`src/rtl/scalar_wb_arbiter.sv`:
```
// Round-robin arbiter sharing the scalar register file write port between
// the ALU (port A) and the load unit (port B). Also keeps a per-register
// pending-write scoreboard that issue sets and commit clears, so decode can
// stall on RAW hazards.
module scalar_wb_arbiter #(
  parameter int NREGS = 15,
  parameter int AW    = 5,
  parameter int DW    = 32
) (
  input  logic          clk,
  input  logic          rst_n,
  input  logic          hold,
  input  logic          a_valid,
  output logic          a_ready,
  input  logic [AW-1:0] a_rd,
  input  logic [DW-1:0] a_data,
  input  logic          b_valid,
  output logic          b_ready,
  input  logic [AW-1:0] b_rd,
  input  logic [DW-1:0] b_data,
  input  logic          iss_valid,
  input  logic [AW-1:0] iss_rd,
  input  logic [AW-1:0] q_rs1,
  input  logic [AW-1:0] q_rs2,
  output logic          q_busy1,
  output logic          q_busy2,
  output logic          rf_we,
  output logic [AW-1:0] rf_rd,
  output logic [DW-1:0] rf_data
);

  typedef enum logic {
    SRC_A = 1'b0,
    SRC_B = 1'b1
  } src_e;

  localparam logic [AW-1:0] NREGS_L = AW'(NREGS);

  src_e             last_grant;
  src_e             last_grant_next;
  logic             grant_a;
  logic             grant_b;
  logic             a_in_range;
  logic             b_in_range;
  logic [NREGS-1:0] pending;
  logic [NREGS-1:0] pending_next;

  assign a_in_range = (a_rd < NREGS_L);
  assign b_in_range = (b_rd < NREGS_L);
  assign a_ready    = grant_a;
  assign b_ready    = grant_b;

  // Grant selection: a lone requester wins; on contention the source that
  // did not win last time gets the port. Nothing is granted under hold or reset.
  always_comb begin
    // NOTE: every always_comb output gets a default first so no path leaves it unassigned (no latch).
    grant_a         = 1'b0;
    grant_b         = 1'b0;
    last_grant_next = last_grant;
    if (rst_n && !hold) begin
      if (a_valid && (!b_valid || last_grant == SRC_B)) begin
        grant_a         = 1'b1;
        last_grant_next = SRC_A;
      end else if (b_valid) begin
        grant_b         = 1'b1;
        last_grant_next = SRC_B;
      end
    end
  end

  // Round-robin pointer; starts at B so A wins the first contention.
  always_ff @(posedge clk or negedge rst_n) begin
    if (!rst_n) begin
      // NOTE: sequential state uses non-blocking assignments so every flop samples pre-edge values.
      last_grant <= SRC_B;
    end else begin
      last_grant <= last_grant_next;
    end
  end

  // Registered write port: one-cycle pulse per in-range grant; rd/data hold otherwise.
  always_ff @(posedge clk or negedge rst_n) begin
    if (!rst_n) begin
      rf_we   <= 1'b0;
      rf_rd   <= '0;
      rf_data <= '0;
    end else begin
      rf_we <= 1'b0;
      if (grant_a && a_in_range) begin
        rf_we   <= 1'b1;
        rf_rd   <= a_rd;
        rf_data <= a_data;
      end else if (grant_b && b_in_range) begin
        rf_we   <= 1'b1;
        rf_rd   <= b_rd;
        rf_data <= b_data;
      end
    end
  end

  // Scoreboard next state: commit clears, issue sets, and set is applied last
  // so a new producer for the register being committed stays outstanding.
  always_comb begin
    pending_next = pending;
    for (int i = 0; i < NREGS; i++) begin
      if (rf_we && rf_rd == AW'(i)) pending_next[i] = 1'b0;
      if (iss_valid && iss_rd == AW'(i)) pending_next[i] = 1'b1;
    end
  end

  // Scoreboard register.
  always_ff @(posedge clk or negedge rst_n) begin
    if (!rst_n) begin
      // NOTE: this is a small flop vector, not a RAM, so resetting every bit is cheap and required.
      pending <= '0;
    end else begin
      pending <= pending_next;
    end
  end

  // Hazard queries read the current bits; out-of-range addresses are never busy.
  always_comb begin
    q_busy1 = 1'b0;
    q_busy2 = 1'b0;
    for (int i = 0; i < NREGS; i++) begin
      if (q_rs1 == AW'(i)) q_busy1 = pending[i];
      if (q_rs2 == AW'(i)) q_busy2 = pending[i];
    end
  end

endmodule

```
`config.mk`:
```
export PLATFORM = sky130hd
export DESIGN_NAME = scalar_wb_arbiter
export DESIGN_NICKNAME = d
export VERILOG_FILES = /design/src/rtl/scalar_wb_arbiter.sv
export SDC_FILE = /design/constraint.sdc
export NUM_CORES = 1
export LEC_CHECK = 0
export ABC_AREA = 1
export CORE_MARGIN = 2
export CORE_UTILIZATION = 25
export CTS_BUF_LIST = sky130_fd_sc_hd__clkbuf_8
export DETAILED_ROUTE_END_ITERATION = 8
export PLACE_DENSITY = 0.61
export SLEW_MARGIN = 20
export SYNTH_ARGS = -nofsm -noshare
export SYNTH_HDL_FRONTEND = slang
export SYNTH_SLANG_ARGS = --single-unit
```
`constraint.sdc`:
```
create_clock -name clk -period 4.5 [get_ports clk]
set_input_delay 0.9 -clock clk [delete_from_list [all_inputs] [get_ports clk]]
set_output_delay 0.9 -clock clk [all_outputs]
set_load 0.005 [all_outputs]
```
Yosys cells after proc, flatten, opt, wreduce, memory -nomap -nowiden

Index checks and enable logic that the tools add are counted.

Output and inout port bits: 42
Bits in registers: 54

Equality and inequality tests: 56
Magnitude comparators: 2
Muxes and demuxes: 73
Reductions and logical operators: 59

Operators with widths:

| cell               | count |
|---|---|
| $eq 5x4->1 const B | 28 |
| $eq 5x3->1 const B | 16 |
| $mux 1             | 69 |
| $mux 32            | 2 |
| $eq 5x2->1 const B | 8 |
| $logic_and 1x1->1  | 34 |
| $reduce_bool 2->1  | 17 |
| $eq 5x1->1 const B | 4 |
| $logic_not 5->1    | 4 |
| $lt 5x4->1 const B | 2 |
| $mux 5             | 2 |
| $logic_not 1->1    | 2 |
| $reduce_and 2->1   | 1 |
| $logic_or 1x1->1   | 1 |

Longest topological paths before layout

Gate-level depths: netlist of run 1.

Word-level depth: 16
Depth in mapped cells: 11
Mapped depth without buffers: 10

Worst setup path after synthesis of run 1

Ideal clock, no wire load.

Path type: input to output
From: input q_rs2[0]
To: output q_busy2
Path buffers: 1
Required time: 3.600 ns
Arrival time: 1.701 ns
Stages on the path: 10
Setup slack: 1.899 ns
Path through: buf_2 -> inv_1 -> nand2_1 -> nand2_1 -> nand2_1 -> a21oi_1 -> nand3_1 -> nand3_1 -> nand2_1 -> nand2_1

Longest elaborated chain between the ends: 16
Elaborated cells between the ends (all ways): 30
Classes of those cells: eq/ne (14); mux (15); reduce/logical (1)

RTL lines:

| element               | line | RTL |
|---|---|---|
| start: declaration    | 24   | `input logic [AW-1:0] q_rs2,` |
| $logic_not 5->1       | 127  | `if (q_rs2 == AW'(i)) q_busy2 = pending[i];` |
| $mux 1 (14 in series) | 127  |  |
| $mux 1 *              | 127  |  |
| end: declaration      | 26   | `output logic q_busy2,` |

Every way passes the cells marked *; elsewhere a longest branch is shown, timed or not.

Worst setup path in the final report of run 1

From: input q_rs1[0]
To: output q_busy1

Longest elaborated chain between the ends: 16
Elaborated cells between the ends (all ways): 30
Classes of those cells: eq/ne (14); mux (15); reduce/logical (1)

RTL lines:

| element               | line | RTL |
|---|---|---|
| start: declaration    | 23   | `input logic [AW-1:0] q_rs1,` |
| $logic_not 5->1       | 126  | `if (q_rs1 == AW'(i)) q_busy1 = pending[i];` |
| $mux 1 (14 in series) | 126  |  |
| $mux 1 *              | 126  |  |
| end: declaration      | 25   | `output logic q_busy1,` |

Marks and branches as above.

==> results.py, run 1 <==
metrics = {
    "run_status": {
        "status": "finished clean",
    },
    "timing": {
        "hold_viol": 0,
        "relSlewSlack": 0.488,
        "finalSetupViolCount": 0,
        "max_freq_ghz": 0.273,
        "worst_pin_slew_ns": 0.765,
        "finalCritPeriodShare": 0.815,
        "finClkSkew_ns": 0.0103,
        "layout_min_cycle_time_ns": 3.67,
        "setup_tns_ns": 0,
        "rsz0062_at_grt": "no",
        "final_max_slew_viol_count": 0,
    },
    "yosys": {
        "syn_avg_cell_area_um2": 7.52,
        "yosys_warnings": 0,
        "synthTopCellsByArea": "dfrtp_1, nand2_1, o21ai_0",
        "synth_top_area_cell": "dfrtp_1",
        "ys_seq_area_frac": 0.434,
        "synth_cell_types": 23,
        "synth_top_area_share": 0.426,
        "synth-main-ff-cell": "dfrtp_1",
        "syn_nets": 509,
        "ys_ff_latch": 54,
        "syn-cell-area_mm2": 0.00311,
        "synth_edf_count": 0,
        "async_reset_ff_frac": 1.00,
        "synthCells": 414,
    },
    "pwr": {
        "power_uw": 1540,
        "pwr-share-comb": 0.339,
        "pwr-share-seq": 0.463,
        "clkPwrFrac": 0.199,
        "p_per_area_mw_per_mm2": 331,
        "p_switching_uw": 492,
        "leakagePower_uw": 0.00192,
        "ir_drop_uv": 190,
        "switching_share": 0.318,
        "p_int_uw": 1050,
    },
    "drt": {
        "route.vias.total": 3271,
        "drc": 0,
        "vias_per_cell": 4.60,
        "drt_wl_total_um": 9580,
        "drt_pre_antenna_iters": 4,
        "drtAntennaViolNets": 0,
        "routedWlPerCell_um": 13.5,
        "first_iter_violations": 166,
    },
    "final_layout": {
        "final_nets": 637,
        "insertedDiodeCount": 0,
        "drive_gt1_frac": 0.112,
        "fillers": 1266,
        "synthToLayoutAreaGrowth_pct": 49.7,
    },
    "global_route": {
        "overflow": 0,
        "grt_pass1_vias": 3320,
        "grt_max_degree": 55,
        "grt_pass1_wl_um": 15600,
        "grt.total_usage": 0.147,
        "antenna_found_initial": 0,
    },
    "setup_path": {
        "critPathKind": "in2out",
        "start_kind": "input pin",
        "critPathRequiredTime_ns": 3.60,
        "crit_top_cell": "nand2_1",
        "critical_path.top_delay_family": "buffers and inverters",
        "crit_path_end_kind": "output pin",
        "crit_end": "q_busy1",
        "cp_slowest_cell": "clkdlybuf4s50_1",
        "reg2reg_slack_ns": 2.05,
        "r2r_cells": 10,
        "slowest_delay_ns": 0.66,
        "worstPathArrival_ns": 2.77,
        "reg2reg_to": "rf_data[28]$_DFFE_PN0P_",
        "crit_cells": 12,
        "timing.rr.start": "last_grant$_DFFE_PN1P_",
        "critPathLaunch": "q_rs1[0]",
        "cp_max_fo": 10,
        "critPathBufInv": 3,
        "worstPathCellList": "clkdlybuf4s50_1, inv_1, nand2_1, nand3_1, nand3_1, nand2_1, nor2_1, nand2_1, nand2_1, nand2_1, nand2_1, clkdlybuf4s50_1",
    },
    "die": {
        "die_h_um": 116,
        "die-area_mm2": 0.0134,
        "num_io_pins": 137,
        "start_util": 0.258,
        "core_area_mm2": 0.0121,
        "rows": 40,
        "die_w_um": 116,
    },
    "placed_design": {
        "dp_hpwl_um": 7290,
        "portBuffers": 136,
        "place_congestion": 0.873,
    },
    "flow_run": {
        "cap_violations": 0,
    },
    "cts": {
        "cts_made_buffers": 5,
        "cts_resized": 0,
        "cts_root_buf": "clkbuf_8",
        "max-clock-path-buffers": 2,
        "cts-htree-levels": 2,
        "clk_pin_slew_ns": 0.10,
        "clkSinkCount": 54,
        "worstSkewPairLatency_ns": 0.31,
        "cts_tree": "built",
        "post-cts-setup-buffers": 0,
        "ctsHoldBuffers": 0,
    },
    "hold_path": {
        "min_path_type": "reg2reg",
        "worstHoldPathCells": 2,
    },
}
==> stage by stage <==
| stage | hold slack, ns | area, µm² | util | cells | worst slack [ns] |
|---|---|---|---|---|---|
| floorplan | 0.470 | 3110 | - | 414 | 1.90 |
| global placement | 0.477 | 4550 | 0.378 | 703 | 0.883 |
| detailed placement | 0.482 | 4550 | 0.378 | 703 | 0.826 |
| CTS | 0.507 | 4660 | 0.386 | 711 | 0.816 |
| global route | 0.544 | 4660 | 0.386 | 711 | 0.614 |
| finish | 0.500 | 4660 | 0.386 | 711 | 0.832 |
==> sequential cells by signal, summed over array words and instances (netlist names) <==
register / flops
rf_data: 32
pending: 15
last_grant: 1
rf_rd: 5
rf_we: 1
==> cells by family (layout without fill, tap and decap cells) <==
group	Yosys count	in the layout	synth area share
simple gates	209	209	0.290
compound gates	98	98	0.184
flops	54	54	0.434
buf+inv	53	182	0.0908
==> cells in the mapped netlist (2+ instances only) <==
| cell type | number |
|---|---|
| o21ai_0 | 63 |
| buf_6 | 2 |
| buf_2 | 4 |
| nand3_1 | 22 |
| a21oi_1 | 12 |
| nor3_1 | 9 |
| dfrtp_1 | 53 |
| clkbuf_1 | 4 |
| inv_1 | 34 |
| nor2_1 | 61 |
| nand2_2 | 25 |
| clkbuf_2 | 3 |
| buf_12 | 3 |
| nand2_1 | 89 |
| nand4_1 | 2 |
| a21oi_2 | 21 |
==> power by group through the flow <==
stage	Combinational (µW)	Clock [µW]	Sequential, µW
floorplan	217	0	691
global placement	525	0	718
detailed placement	528	0	722
CTS	530	320	715
global route	586	340	732
finish	523	307	715
==> layout by cell type (no fill, tap or decap), drive strengths merged, types with 3 or more instances in the layout <==
master and instances:
inv 36, clkdlybuf4s50 135, nor2 61, o21ai 63, nand3 22, clkbuf 7, dfrtp 53, nor3 10
nand2 114, buf 3, a21oi 33
==> worst min-delay path by stage <==
stage                             from                 endpoint
3_5_place_dp   rf_data[30]$_DFFE_PN0P_  rf_data[30]$_DFFE_PN0P_
5_1_grt        rf_data[28]$_DFFE_PN0P_  rf_data[28]$_DFFE_PN0P_
2_1_floorplan  pending[13]$_DFFE_PN0P_  pending[13]$_DFFE_PN0P_
4_1_cts        rf_data[30]$_DFFE_PN0P_  rf_data[30]$_DFFE_PN0P_
3_3_place_gp   rf_data[30]$_DFFE_PN0P_  rf_data[30]$_DFFE_PN0P_
6_report       rf_data[30]$_DFFE_PN0P_  rf_data[30]$_DFFE_PN0P_
==> area by class of cell <==
type,instances,area [µm²],area share
clock buffers,7,96.3,0.0207
clock inverters,1,8.76,0.00188
inverters,36,143,0.0306
multi-input cells,307,1480,0.317
flip-flops and latches,54,1350,0.290
well taps,168,210,0.0451
repair buffers,138,1370,0.294
==> metal layers <==
| metal | vias up | share of wire | global-route usage |
|---|---|---|---|
| met4 | 0 | 0.022 | 0.0498 |
| met2 | 143 | 0.47 | 0.252 |
| li1 | 1594 | - | - |
| met3 | 16 | 0.11 | 0.0649 |
| met5 | - | 0 | 0 |
| met1 | 1518 | 0.40 | 0.164 |
==> worst min-delay path, stage by stage (launching register included) <==
cell and delay [ns]:
dfrtp_1 0.36, nand2_1 0.05, o21ai_0 0.06
(Power assumes the default switching activity.)
==> run 2: changes to the inputs <==
==> constraint.sdc (replaced) <==
create_clock -name clk -period 3.4 [get_ports clk]
set_input_delay 0.68 -clock clk [delete_from_list [all_inputs] [get_ports clk]]
set_output_delay 0.68 -clock clk [all_outputs]
set_load 0.005 [all_outputs]
==> run 2 against run 1 <==
Wire length grew 2.0%. Via count fell by 0.67%. Register-to-register slack got worse by 0.52 ns. Largest cell class unchanged.
==> results.py, run 2 (same netlist as run 1, synthesis figures left out) <==
metrics = {
    "global_route": {
        "grt_pass1_vias": 3307,
        "antenna_found_initial": 0,
        "grt_pass1_wl_um": 15900,
        "grt_max_degree": 55,
        "grt.total_usage": 0.150,
        "overflow": 0,
    },
    "final_layout": {
        "layout.cells.most_common": "clkdlybuf4s50_1",
        "synthToLayoutAreaGrowth_pct": 50.3,
        "largest_register": "rf_data",
        "final_nets": 639,
        "largest_reg_flops": 32,
        "insertedDiodeCount": 0,
        "reg.largest.list": "rf_data (32), pending (15), rf_rd (5)",
        "fin_area_mm2": 0.00468,
        "layout_common_cells": "clkdlybuf4s50_1, nand2_1, o21ai_0",
        "drive_gt1_frac": 0.114,
    },
    "cts": {
        "cts_tree": "built",
        "cts_resized": 0,
        "worstSkewPairLatency_ns": 0.31,
        "clk_pin_slew_ns": 0.10,
        "ctsHoldBuffers": 0,
        "post-cts-setup-buffers": 0,
        "cts_root_buf": "clkbuf_8",
        "max-clock-path-buffers": 2,
        "cts-htree-levels": 2,
        "cts_made_buffers": 5,
        "clkSinkCount": 54,
    },
    "timing": {
        "max_freq_ghz": 0.314,
        "finalSetupViolCount": 0,
        "hold_ws_ns": 0.502,
        "worst_pin_slew_ns": 0.721,
        "layout_setup_ws_ns": 0.219,
        "layout_min_cycle_time_ns": 3.18,
        "setup_tns_ns": 0,
        "final_max_slew_viol_count": 0,
        "finClkSkew_ns": 0.00957,
        "finalCritPeriodShare": 0.936,
        "hold_viol": 0,
        "relSlewSlack": 0.519,
        "rsz0062_at_grt": "no",
    },
    "run_status": {
        "status": "finished clean",
    },
    "setup_path": {
        "cp_max_fo": 8,
        "worstPathCellList": "clkdlybuf4s50_1, inv_2, nand2_1, nand2_1, nand2_1, a21oi_1, nand3_1, nand3_1, nand2_1, nand2_1, clkdlybuf4s50_1",
        "cp_slowest_cell": "clkdlybuf4s50_1",
        "worstPathArrival_ns": 2.50,
        "critPathRequiredTime_ns": 2.72,
        "crit_path_end_kind": "output pin",
        "critPathKind": "in2out",
        "crit_top_cell": "nand2_1",
        "slowest_delay_ns": 0.56,
        "start_kind": "input pin",
    },
    "drt": {
        "drc": 0,
        "route.vias.total": 3249,
        "drt_pre_antenna_iters": 6,
        "vias_per_cell": 4.56,
        "first_iter_violations": 206,
        "drt_wl_total_um": 9770,
        "drtAntennaViolNets": 0,
        "routedWlPerCell_um": 13.7,
    },
    "placed_design": {
        "portBuffers": 136,
        "pre_cts_slack_ns": 0.144,
        "placed_cell_area_mm2": 0.00457,
        "place_congestion": 0.889,
        "dp_hpwl_um": 7410,
    },
    "hold_path": {
        "min_path_type": "reg2reg",
    },
    "die": {
        "start_util": 0.258,
        "die-area_mm2": 0.0134,
        "die_w_um": 116,
        "die_h_um": 116,
        "rows": 40,
        "core_area_mm2": 0.0121,
        "num_io_pins": 137,
    },
    "pwr": {
        "ir_drop_uv": 320,
        "p_per_area_mw_per_mm2": 442,
        "power_uw": 2070,
        "leakagePower_uw": 0.00194,
    },
    "flow_run": {
        "cap_violations": 0,
    },
}
==> run 2: cell count changes in the layout (fill, tap and decap cells not counted), sizes merged <==
cell	delta
buf	+2
clkbuf	-2
inv	+2
bufinv	+1
clkdlybuf4s50	-1
clkinv	-1
dlymetal6s2s	+1
==> run 2: layer usage <==
layer  track usage  vias up  wire, µm
met5             0        -         0
met4        0.0369        0        90
met3        0.0549        9       984
met2         0.265      139      4680
met1         0.171     1509      4020
li1              -     1592         -
==> run 2: final timing paths <==
path,start,to,slack (ns),cells after the start
min,rf_data[30]$_DFFE_PN0P_,rf_data[30]$_DFFE_PN0P_,0.50,2
min reg2reg,rf_data[30]$_DFFE_PN0P_,rf_data[30]$_DFFE_PN0P_,0.50,2
min in group asynchronous,rst_n,rf_data[4]$_DFFE_PN0P_,0.51,2
max in group asynchronous,rst_n,pending[7]$_DFFE_PN0P_,2.38,2
max,q_rs2[0],q_busy2,0.22,11
max reg2reg,last_grant$_DFFE_PN1P_,rf_rd[1]$_DFFE_PN0P_,1.53,9
==> run 2: critical path: cells and delay by family <==
family / cells / cell delay (ns)
and+or+nand+nor: 7 / 0.44
buffers and inverters: 3 / 1.24
AOI/OAI and AO/OA: 1 / 0.13
==> run 2: per-stage QoR <==
step	util	instances
detailed placement	0.379	705
CTS	0.388	713
finish	0.388	713
global route	0.388	713
floorplan	-	414
global placement	0.379	705
==> run 2: report_power, final <==
part | internal [µW] | total, µW | switching, µW | leakage (µW)
Combinational | 401 | 701 | 300 | 0.00128
Clock | 215 | 427 | 212 | 0.0000607
Sequential | 806 | 941 | 135 | 0.000605
Total | 1420 | 2070 | 647 | 0.00194
==> run 2: area by class of cell <==
| class | count | area, µm² |
|---|---|---|
| multi-input combinational | 307 | 1480 |
| fill | 1262 | 7380 |
| inverter | 36 | 143 |
| sequential | 54 | 1350 |
| clock inverter | 3 | 37.5 |
| timing repair buffer | 140 | 1390 |
| tap | 168 | 210 |
| clock buffer | 5 | 68.8 |
